===== src/rtl/fetch_stage.sv =====
// -----------------------------------------------------------------------------
// fetch_stage
//   Instruction-fetch stage of the MIPS pipeline. This stage does four things:
//   - It owns the program counter.
//   - It drives the word address into the instruction ROM.
//   - It registers the returned word into the IF/ID pipeline register.
//   - It selects the next PC from sequential flow, an ID-stage jump or an
//     EX-stage taken branch.
//
//   Next-PC priority: reset > branch_taken > jump > stall > sequential.
//   A redirect squashes IF/ID to a nop. A stall holds pc and IF/ID.
//
// Parameters
//   ADDR_W    word-address width of the instruction ROM
//   RESET_PC  byte address loaded into pc on reset
//
// Ports
//   clk, reset       clock and synchronous active-high reset
//   stall            hold pc and IF/ID (load-use hazard)
//   branch_taken     EX-stage branch resolved taken, target in branch_target
//   jump             ID-stage j instruction, instr_index in jump_target
//   iram_addr        combinational word address pc[ADDR_W+1:2] to ROM
//   iram_data        combinational ROM word for iram_addr
//   pc               current fetch byte address
//   if_id_instr      registered instruction
//   if_id_pc_plus4   registered pc+4 of that instruction
//   if_id_valid      IF/ID holds a live instruction
//
// Optional feature (macro FETCH_PERF_CNT_EN)
//   Adds fetch_count (valid words loaded into IF/ID) and stall_count
//   (cycles held by stall with no redirect). Both counters are 32-bit
//   and wrap.
// -----------------------------------------------------------------------------
module fetch_stage #(
  parameter int          ADDR_W   = 6,
  parameter logic [31:0] RESET_PC = 32'h0000_0000
) (
  input  logic              clk,
  input  logic              reset,
  input  logic              stall,
  input  logic              branch_taken,
  input  logic [31:0]       branch_target,
  input  logic              jump,
  input  logic [25:0]       jump_target,
  output logic [ADDR_W-1:0] iram_addr,
  input  logic [31:0]       iram_data,
  output logic [31:0]       pc,
  output logic [31:0]       if_id_instr,
  output logic [31:0]       if_id_pc_plus4,
  output logic              if_id_valid
`ifdef FETCH_PERF_CNT_EN
  ,
  output logic [31:0]       fetch_count,
  output logic [31:0]       stall_count
`endif
);

  logic [31:0] pc_q, pc_d;
  logic [31:0] instr_q, instr_d;
  logic [31:0] pp4_q, pp4_d;
  logic        valid_q, valid_d;
  logic [31:0] pc_plus4_s;
  logic        load_seq_s;
  logic        stall_hold_s;

  // Branch targets are word aligned by construction; the low bits carry no meaning.
  logic        unused_target_bits_s;
  assign unused_target_bits_s = ^branch_target[1:0];

  assign pc_plus4_s     = pc_q + 32'd4;
  assign iram_addr      = pc_q[ADDR_W+1:2];
  assign pc             = pc_q;
  assign if_id_instr    = instr_q;
  assign if_id_pc_plus4 = pp4_q;
  assign if_id_valid    = valid_q;

  // Next-PC selection and IF/ID load/squash/hold decision.
  always_comb begin
    pc_d         = pc_q;
    instr_d      = instr_q;
    pp4_d        = pp4_q;
    valid_d      = valid_q;
    load_seq_s   = 1'b0;
    stall_hold_s = 1'b0;
    if (branch_taken) begin
      // Older instruction in EX wins over a jump in ID and over stall.
      pc_d    = {branch_target[31:2], 2'b00};
      instr_d = 32'h0000_0000;
      pp4_d   = 32'h0000_0000;
      valid_d = 1'b0;
    end else if (jump) begin
      pc_d    = {pc_plus4_s[31:28], jump_target, 2'b00};
      instr_d = 32'h0000_0000;
      pp4_d   = 32'h0000_0000;
      valid_d = 1'b0;
    end else if (stall) begin
      stall_hold_s = 1'b1;
    end else begin
      pc_d       = pc_plus4_s;
      instr_d    = iram_data;
      pp4_d      = pc_plus4_s;
      valid_d    = 1'b1;
      load_seq_s = 1'b1;
    end
  end

  // PC and IF/ID pipeline register.
  always_ff @(posedge clk) begin
    if (reset) begin
      pc_q    <= RESET_PC;
      instr_q <= 32'h0000_0000;
      pp4_q   <= 32'h0000_0000;
      valid_q <= 1'b0;
    end else begin
      pc_q    <= pc_d;
      instr_q <= instr_d;
      pp4_q   <= pp4_d;
      valid_q <= valid_d;
    end
  end

`ifdef FETCH_PERF_CNT_EN
  logic [31:0] fetch_count_q, fetch_count_d;
  logic [31:0] stall_count_q, stall_count_d;

  // Performance counter increments.
  always_comb begin
    fetch_count_d = fetch_count_q;
    stall_count_d = stall_count_q;
    if (load_seq_s) begin
      fetch_count_d = fetch_count_q + 32'd1;
    end else begin
      fetch_count_d = fetch_count_q;
    end
    if (stall_hold_s) begin
      stall_count_d = stall_count_q + 32'd1;
    end else begin
      stall_count_d = stall_count_q;
    end
  end

  // Performance counter registers.
  always_ff @(posedge clk) begin
    if (reset) begin
      fetch_count_q <= 32'h0000_0000;
      stall_count_q <= 32'h0000_0000;
    end else begin
      fetch_count_q <= fetch_count_d;
      stall_count_q <= stall_count_d;
    end
  end

  assign fetch_count = fetch_count_q;
  assign stall_count = stall_count_q;
`else
  // Without counters the decode flags only feed nothing; keep them visibly unused.
  logic unused_perf_flags_s;
  assign unused_perf_flags_s = load_seq_s ^ stall_hold_s;
`endif

endmodule


===== config.mk =====
export PLATFORM = sky130hd
export DESIGN_NAME = fetch_stage
export DESIGN_NICKNAME = d
export VERILOG_FILES = /design/src/rtl/fetch_stage.sv
export SDC_FILE = /design/constraint.sdc
export NUM_CORES = 1
export LEC_CHECK = 0
export BUFFER_PORTS_ARGS = -buffer_cell sky130_fd_sc_hd__buf_2
export CAP_MARGIN = 10
export CELL_PAD_IN_SITES_DETAIL_PLACEMENT = 1
export CELL_PAD_IN_SITES_GLOBAL_PLACEMENT = 2
export CORE_UTILIZATION = 26
export CTS_CLUSTER_SIZE = 40
export DETAILED_ROUTE_END_ITERATION = 8
export PLACE_DENSITY_LB_ADDON = 0.1
export SLEW_MARGIN = 20
export SYNTH_ARGS = -nofsm -noshare
export SYNTH_HDL_FRONTEND = slang
export SYNTH_SLANG_ARGS = --single-unit

===== constraint.sdc =====
create_clock -name clk -period 2.3 [get_ports clk]
set_clock_uncertainty 0.05 [all_clocks]
set_input_delay 0 -clock clk [delete_from_list [all_inputs] [get_ports clk]]
set_output_delay 0 -clock clk [all_outputs]
set_load 0.02 [all_outputs]

==> run summary, run 1 <==
Slew headroom: 0.6168
routed via count: 5083
unrepaired setup endpoints after global routing: false
drt initial violations: 228
IO buf count: 191
first-pass GRT wire length: 28700 um
ANT nets after route: 0
cell-by-cell trace of the critical path: ha_2 > nand3_1 > xnor2_1 > or3_1 > o211ai_1 > a211oi_1 > dlygate4sd3_1
CTS tree: built
pwr dens: 633.8 nW/um^2
clock slew at reported path FFs: 70 ps
Clk Latency, worst-skew pair: 340 ps
maximum vdd drop: 386.0 uV
register bit count reported by yosys: 93
grt total ovfl: 0
CTS H-tree lvls: 3
Fillers: 2112
Seq/Total Area, Yosys: 0.4030
Initial Util: 0.2671
maxcap violations: 0
Final Cycle Share: 0.9266
most frequent cell after synthesis: dfxtp_1
aggregate global-route resource usage: 0.2045
Die X: 135.3 um
post-synth top area share: 0.4030
# DRC: 0
delay-heaviest family, CP: buffers and inverters
ranking of synthesized cells by area: dfxtp_1 40%, mux2i_1 8.0%, nor2_1 6.4%
share of synthesized registers carrying an async set or reset: 0
CORE AREA: 17300 um^2
crit path launch type: register
io pins: 198
Post-synth EDFFs: 0
worst-path maximum fanout: 6
Placer Congestion: 0.7880
Least-Margin Pin Slew: 574.8 ps
vias in the first global route: 5266
worst path buffer plus inverter count: 1
Root Driver: clkbuf_16
Largest stage delay, worst path: 560 ps
Synth area leader: dfxtp_1
Via density: 4.888
antenna violations before repair: 1
fin nets: 907
CTS buffer count: 9
largest net degree at the start of global routing: 38
syn avg cell area: 8.430 um^2
Storage cell area: 1863 um^2
worst min-delay path category: primary input to register
Die Area: 18300 um^2
Die Y: 135.3 um
Post-Route WL: 18310 um
Max Clock Freq: 0.4692 GHz
Yosys warnings: 0
Commonest cells post-synth: 93 x dfxtp_1, 79 x nor2_1, 44 x a21oi_1
setup_tns: 0 ps
WS Path Type: register to register
clk buf depth: 2
Worst EP arrival: 2310 ps
area of the multi-input gates: 2509 um^2
share of cells above drive strength 1: 0.3264
Synth Cell Area: 4619 um^2
Leak: 3.175 nW
total power: 4.433 mW
final worst path period need: 2131 ps
Post-DP HPWL: 13450 um
status: complete, no violations
Finish-stage setup viols: 0
count of cell types in the netlist: 61
Hold Fails Final Rpt: 0
CP Data Required Time: 2480 ps
Antenna Cells: 0
# Post-CTS Setup Buffers: 0
Num Clock Sinks: 93
Max Slew Vio Count: 0
row count: 48
highest-delay cell along the critical path: dlygate4sd3_1
Main synth FF type: dfxtp_1
nature of the critical path endpoint: register
cells after synthesis: 548
WL/cell: 17.61 um
Area growth syn-to-layout: 51.44%
DR pass1 iterations: 5
-- worst paths after layout --
kind              depth (start not counted)           endpoint               from  slack (ps)
hold / removal                            4             pc[10]     jump_target[8]          10
setup reg to reg                          7              pc[6]              pc[2]         170
hold reg to reg                           2  if_id_pc_plus4[8]  if_id_pc_plus4[8]         420
setup / recovery                          7              pc[6]              pc[2]         170
-- cell usage in the layout, fill, tap and decap left out, types with 3 or more instances in the layout --
cell type / count
xor2_1: 17
nor4_2: 3
conb_1: 4
nand3_1: 19
buf_4: 37
buf_2: 191
and3_1: 3
mux2i_1: 37
nor3_1: 13
bufinv_16: 5
o211ai_1: 4
and4_1: 4
dfxtp_1: 92
nand4_1: 9
a211oi_1: 12
o22ai_1: 6
a22oi_1: 5
clkbuf_16: 9
dlygate4sd3_1: 67
nand2_1: 40
o21ai_0: 37
a31oi_1: 5
a222oi_1: 3
xnor2_1: 13
a21oi_1: 44
inv_1: 7
a221o_1: 3
nor2_1: 79
-- sequential cells by signal, indices dropped and copies added (netlist names) --
| register | flops |
|---|---|
| if_id_instr | 32 |
| if_id_pc_plus4 | 30 |
| if_id_valid | 1 |
| pc | 30 |
-- cell type report --
| type | instances | share of cell area |
|---|---|---|
| Multi-Input combinational cell | 402 | 0.3586 |
| Clock buffer | 9 | 0.03219 |
| Clock inverter | 6 | 0.02272 |
| Sequential cell | 93 | 0.2663 |
| Timing Repair Buffer | 296 | 0.2751 |
| Tap cell | 225 | 0.04024 |
| Inverter | 9 | 0.004829 |
-- per-stage QoR --
stage | area, um^2 | hold WS, ps | util | setup slack, ps | cells
3_5_place_dp | 5937 | 190.8 | 0.3432 | 181.0 | 958
6_report | 6995 | 10.98 | 0.4044 | 168.9 | 1040
2_1_floorplan | 4631 | 18.86 | - | 281.0 | 551
5_1_grt | 6995 | 15.81 | 0.4044 | 46.03 | 1040
4_1_cts | 6992 | 0.2788 | 0.4042 | 12.62 | 1040
3_3_place_gp | 5937 | 181.5 | 0.3432 | 267.2 | 958
-- worst min-delay path, stage by stage --
cell     delay, ps
buf_2           80
o22ai_1         50
nor2_1          80
o221a_2        170
-- cell families after synthesis --
group           Yosys count  synth area share
simple gates            189            0.2034
compound gates          141            0.1961
fa+ha+maj                 1          0.002708
other cells               1         0.0008118
flops                    93            0.4030
mux                      37           0.08017
xor+xnor                 30           0.05688
buf+inv                  56           0.05688
-- power breakdown --
part           switching, mW  internal [mW]
sequential            0.0705           1.67
combinational          0.408          0.339
clock                  0.664           1.28
total                   1.14           3.29
-- what timing repair did --
action	4_1_cts	5_1_grt
setup endpoints to repair	0	1
resized for setup	0	2
hold endpoints to repair	55	0
hold buffers	67	0
-- metal layers --
layer  wire length [um]  track usage  part of all wire  vias to the layer above
met3                814      0.02918             0.044                       15
li1                   -            -                 -                     2479
met4                166      0.05431            0.0091                        2
met5                 13            0           0.00071                        -
met2               8929       0.3481              0.49                      114
met1               8386       0.2686              0.46                     2473
(Power assumes the default switching activity.)
==> run 2: changes to the inputs <==
- CORE_ASPECT_RATIO: default -> 2
- SLEW_MARGIN: 20 -> default
- clock period: 2.3 -> 2 ns (I/O delays scaled with it)
==> run 2 against run 1 <==
Net effect: combinational power rose by 22%; die area rose by 0.17%; sequential power rose by 14%; count of clock-buffer cells in the layout rose by 3; critical path depth fell by 2; non-clock buffer count rose by 12; global-route usage rose by 1.4 points; sequential share of layout area fell by 0.14 points; hold slack barely moved; critical path type unchanged.
==> run summary, run 2 (synthesized netlist as in run 1, its figures left out) <==
status: complete, no violations (unchanged)
Area growth syn-to-layout: 52.36% (was 51.44%)
flop2flop setup slack: 110 ps (was 170 ps)
io pins: 198 (unchanged)
highest-delay cell along the critical path: a2111oi_1 (was dlygate4sd3_1)
Largest stage delay, worst path: 410 ps (was 560 ps)
# DRC: 0 (unchanged)
total power: 4.820 mW (was 4.433 mW)
Post-Route WL: 19100 um (was 18310 um)
Max Slew Vio Count: 0 (unchanged)
maxcap violations: 0 (unchanged)
Fillers: 2144 (was 2112)
setup_tns: 0 ps (unchanged)
CTS H-tree lvls: 3 (unchanged)
fin nets: 919 (was 907)
commonest non-fill, non-tap cell in the layout: buf_2 (unchanged)
CTS tree: built (unchanged)
Root Driver: clkbuf_16 (unchanged)
most frequent cells in the layout: 191 x buf_2, 91 x dfxtp_1, 79 x nor2_1 (was 191 x buf_2, 92 x dfxtp_1, 79 x nor2_1)
Least-Margin Pin Slew: 533.4 ps (was 574.8 ps)
pwr dens: 684.9 nW/um^2 (was 633.8 nW/um^2)
Slew headroom: 0.6440 (was 0.6168)
crit path launch type: register (unchanged)
Num Clock Sinks: 93 (unchanged)
DR pass1 iterations: 4 (was 5)
worst min-delay path category: primary input to register (unchanged)
design area: 7038 um^2 (was 6995 um^2)
final worst path period need: 1886 ps (was 2131 ps)
Finish-stage setup viols: 0 (unchanged)
ANT nets after route: 0 (unchanged)
max FFs per register: 32 (unchanged)
clk buf depth: 2 (unchanged)
Die Y: 190.5 um (was 135.3 um)
worst path buffer plus inverter count: 0 (was 1)
# Post-CTS Setup Buffers: 0 (unchanged)
row count: 68 (was 48)
CORE AREA: 17360 um^2 (was 17300 um^2)
cell-by-cell trace of the critical path: nand4_2 > nor4_2 > and3_1 > a2111oi_0 > a2111oi_1 (was ha_2 > nand3_1 > xnor2_1 > or3_1 > o211ai_1 > a211oi_1 > dlygate4sd3_1)
WL/cell: 18.40 um (was 17.61 um)
largest net degree at the start of global routing: 38 (unchanged)
Post-DP HPWL: 14310 um (was 13450 um)
routed via count: 5129 (was 5083)
cell area after placement: 6071 um^2 (was 5937 um^2)
hold slack: 10.84 ps (was 10.98 ps)
Max Clock Freq: 0.5302 GHz (was 0.4692 GHz)
Hold Fails Final Rpt: 0 (unchanged)
Via density: 4.941 (was 4.888)
antenna violations before repair: 0 (was 1)
IO buf count: 191 (unchanged)
PostCTS Resize Cnt: 0 (unchanged)
Final Cycle Share: 0.9431 (was 0.9266)
Placer Congestion: 0.7941 (was 0.7880)
CTS buffer count: 9 (unchanged)
clock slew at reported path FFs: 70 ps (about the same)
CP Data Required Time: 2160 ps (was 2480 ps)
delay-heaviest family, CP: simple AND/OR/NAND/NOR gates (was buffers and inverters)
aggregate global-route resource usage: 0.2188 (was 0.2045)
drt initial violations: 134 (was 228)
Antenna Cells: 0 (unchanged)
Worst EP arrival: 2050 ps (was 2310 ps)
Die Area: 18340 um^2 (was 18300 um^2)
Initial Util: 0.2661 (was 0.2671)
WS Path Type: register to register (unchanged)
Clk Latency, worst-skew pair: 350 ps (was 340 ps)
nature of the critical path endpoint: register (unchanged)
vias in the first global route: 5508 (was 5266)
worst-path maximum fanout: 3 (was 6)
Leak: 3.234 nW (was 3.175 nW)
grt total ovfl: 0 (unchanged)
share of cells above drive strength 1: 0.3394 (was 0.3264)
unrepaired setup endpoints after global routing: true (was false)
first-pass GRT wire length: 29830 um (was 28700 um)
Die X: 96.25 um (was 135.3 um)
final core utilization: 0.4055 (was 0.4044)
maximum vdd drop: 375.1 uV (was 386.0 uV)
## run 2: changes by cell type in the layout (fill, tap and decap cells not counted), moves of 2 or more
cell / previous run / this run
buf_4: 37 / 49
buf_12: 1 / 4
bufinv_16: 5 / 2
dlygate4sd3_1: 67 / 64
clkbuf_8: 0 / 2
clkinv_2: 0 / 2
## run 2: per-layer routing
| metal | track usage | part of all wire | wire length (um) | vias to the layer above |
|---|---|---|---|---|
| li1 | - | - | - | 2492 |
| met1 | 0.2308 | 0.37 | 7112 | 2464 |
| met2 | 0.4097 | 0.55 | 10570 | 149 |
| met3 | 0.04147 | 0.047 | 900 | 24 |
| met4 | 0.08668 | 0.027 | 517 | 0 |
| met5 | 0 | 0 | 0 | - |
## run 2: worst paths after layout
check / depth (start not counted) / from / endpoint
max: 5 / pc[7] / pc[25]
min: 3 / jump_target[11] / pc[13]
max reg2reg: 5 / pc[7] / pc[25]
min reg2reg: 2 / if_id_pc_plus4[8] / if_id_pc_plus4[8]
## run 2: worst reg2reg max path: cells and delay by family (launching register included)
family / cells / cell delay (ps)
AO/OA/AOI/OAI: 2 / 510
flip-flops: 1 / 360
AND/OR/NAND/NOR: 3 / 830
## run 2: layout make-up
cell class,count,area (um^2),area share
Sequential cell,93,1864,0.2649
Multi-Input combinational cell,402,2506,0.3561
Tap cell,210,262.8,0.03733
Timing Repair Buffer,308,2044,0.2905
Inverter,9,33.78,0.004800
Clock buffer,12,256.5,0.03644
Clock inverter,4,70.07,0.009956
## run 2: report_power, final
group | switching, mW | leakage (nW) | internal (mW) | total (mW)
logic | 0.500 | 2.31 | 0.410 | 0.910
clock network | 0.763 | 0.163 | 1.16 | 1.92
registers | 0.0640 | 0.759 | 1.92 | 1.99
total | 1.33 | 3.23 | 3.49 | 4.82
## run 2: metrics by stage
step / std cells / setup slack, ps
2_1_floorplan: 551 / 74.90
3_3_place_gp: 958 / 166.9
3_5_place_dp: 958 / 71.23
4_1_cts: 1038 / 53.22
5_1_grt: 1038 / -35.09
6_report: 1038 / 113.9
## run 2: what timing repair did
item	4_1_cts	5_1_grt
endpoints found under the setup margin	0	2
hold endpoints to repair	53	0
hold buffers	64	0
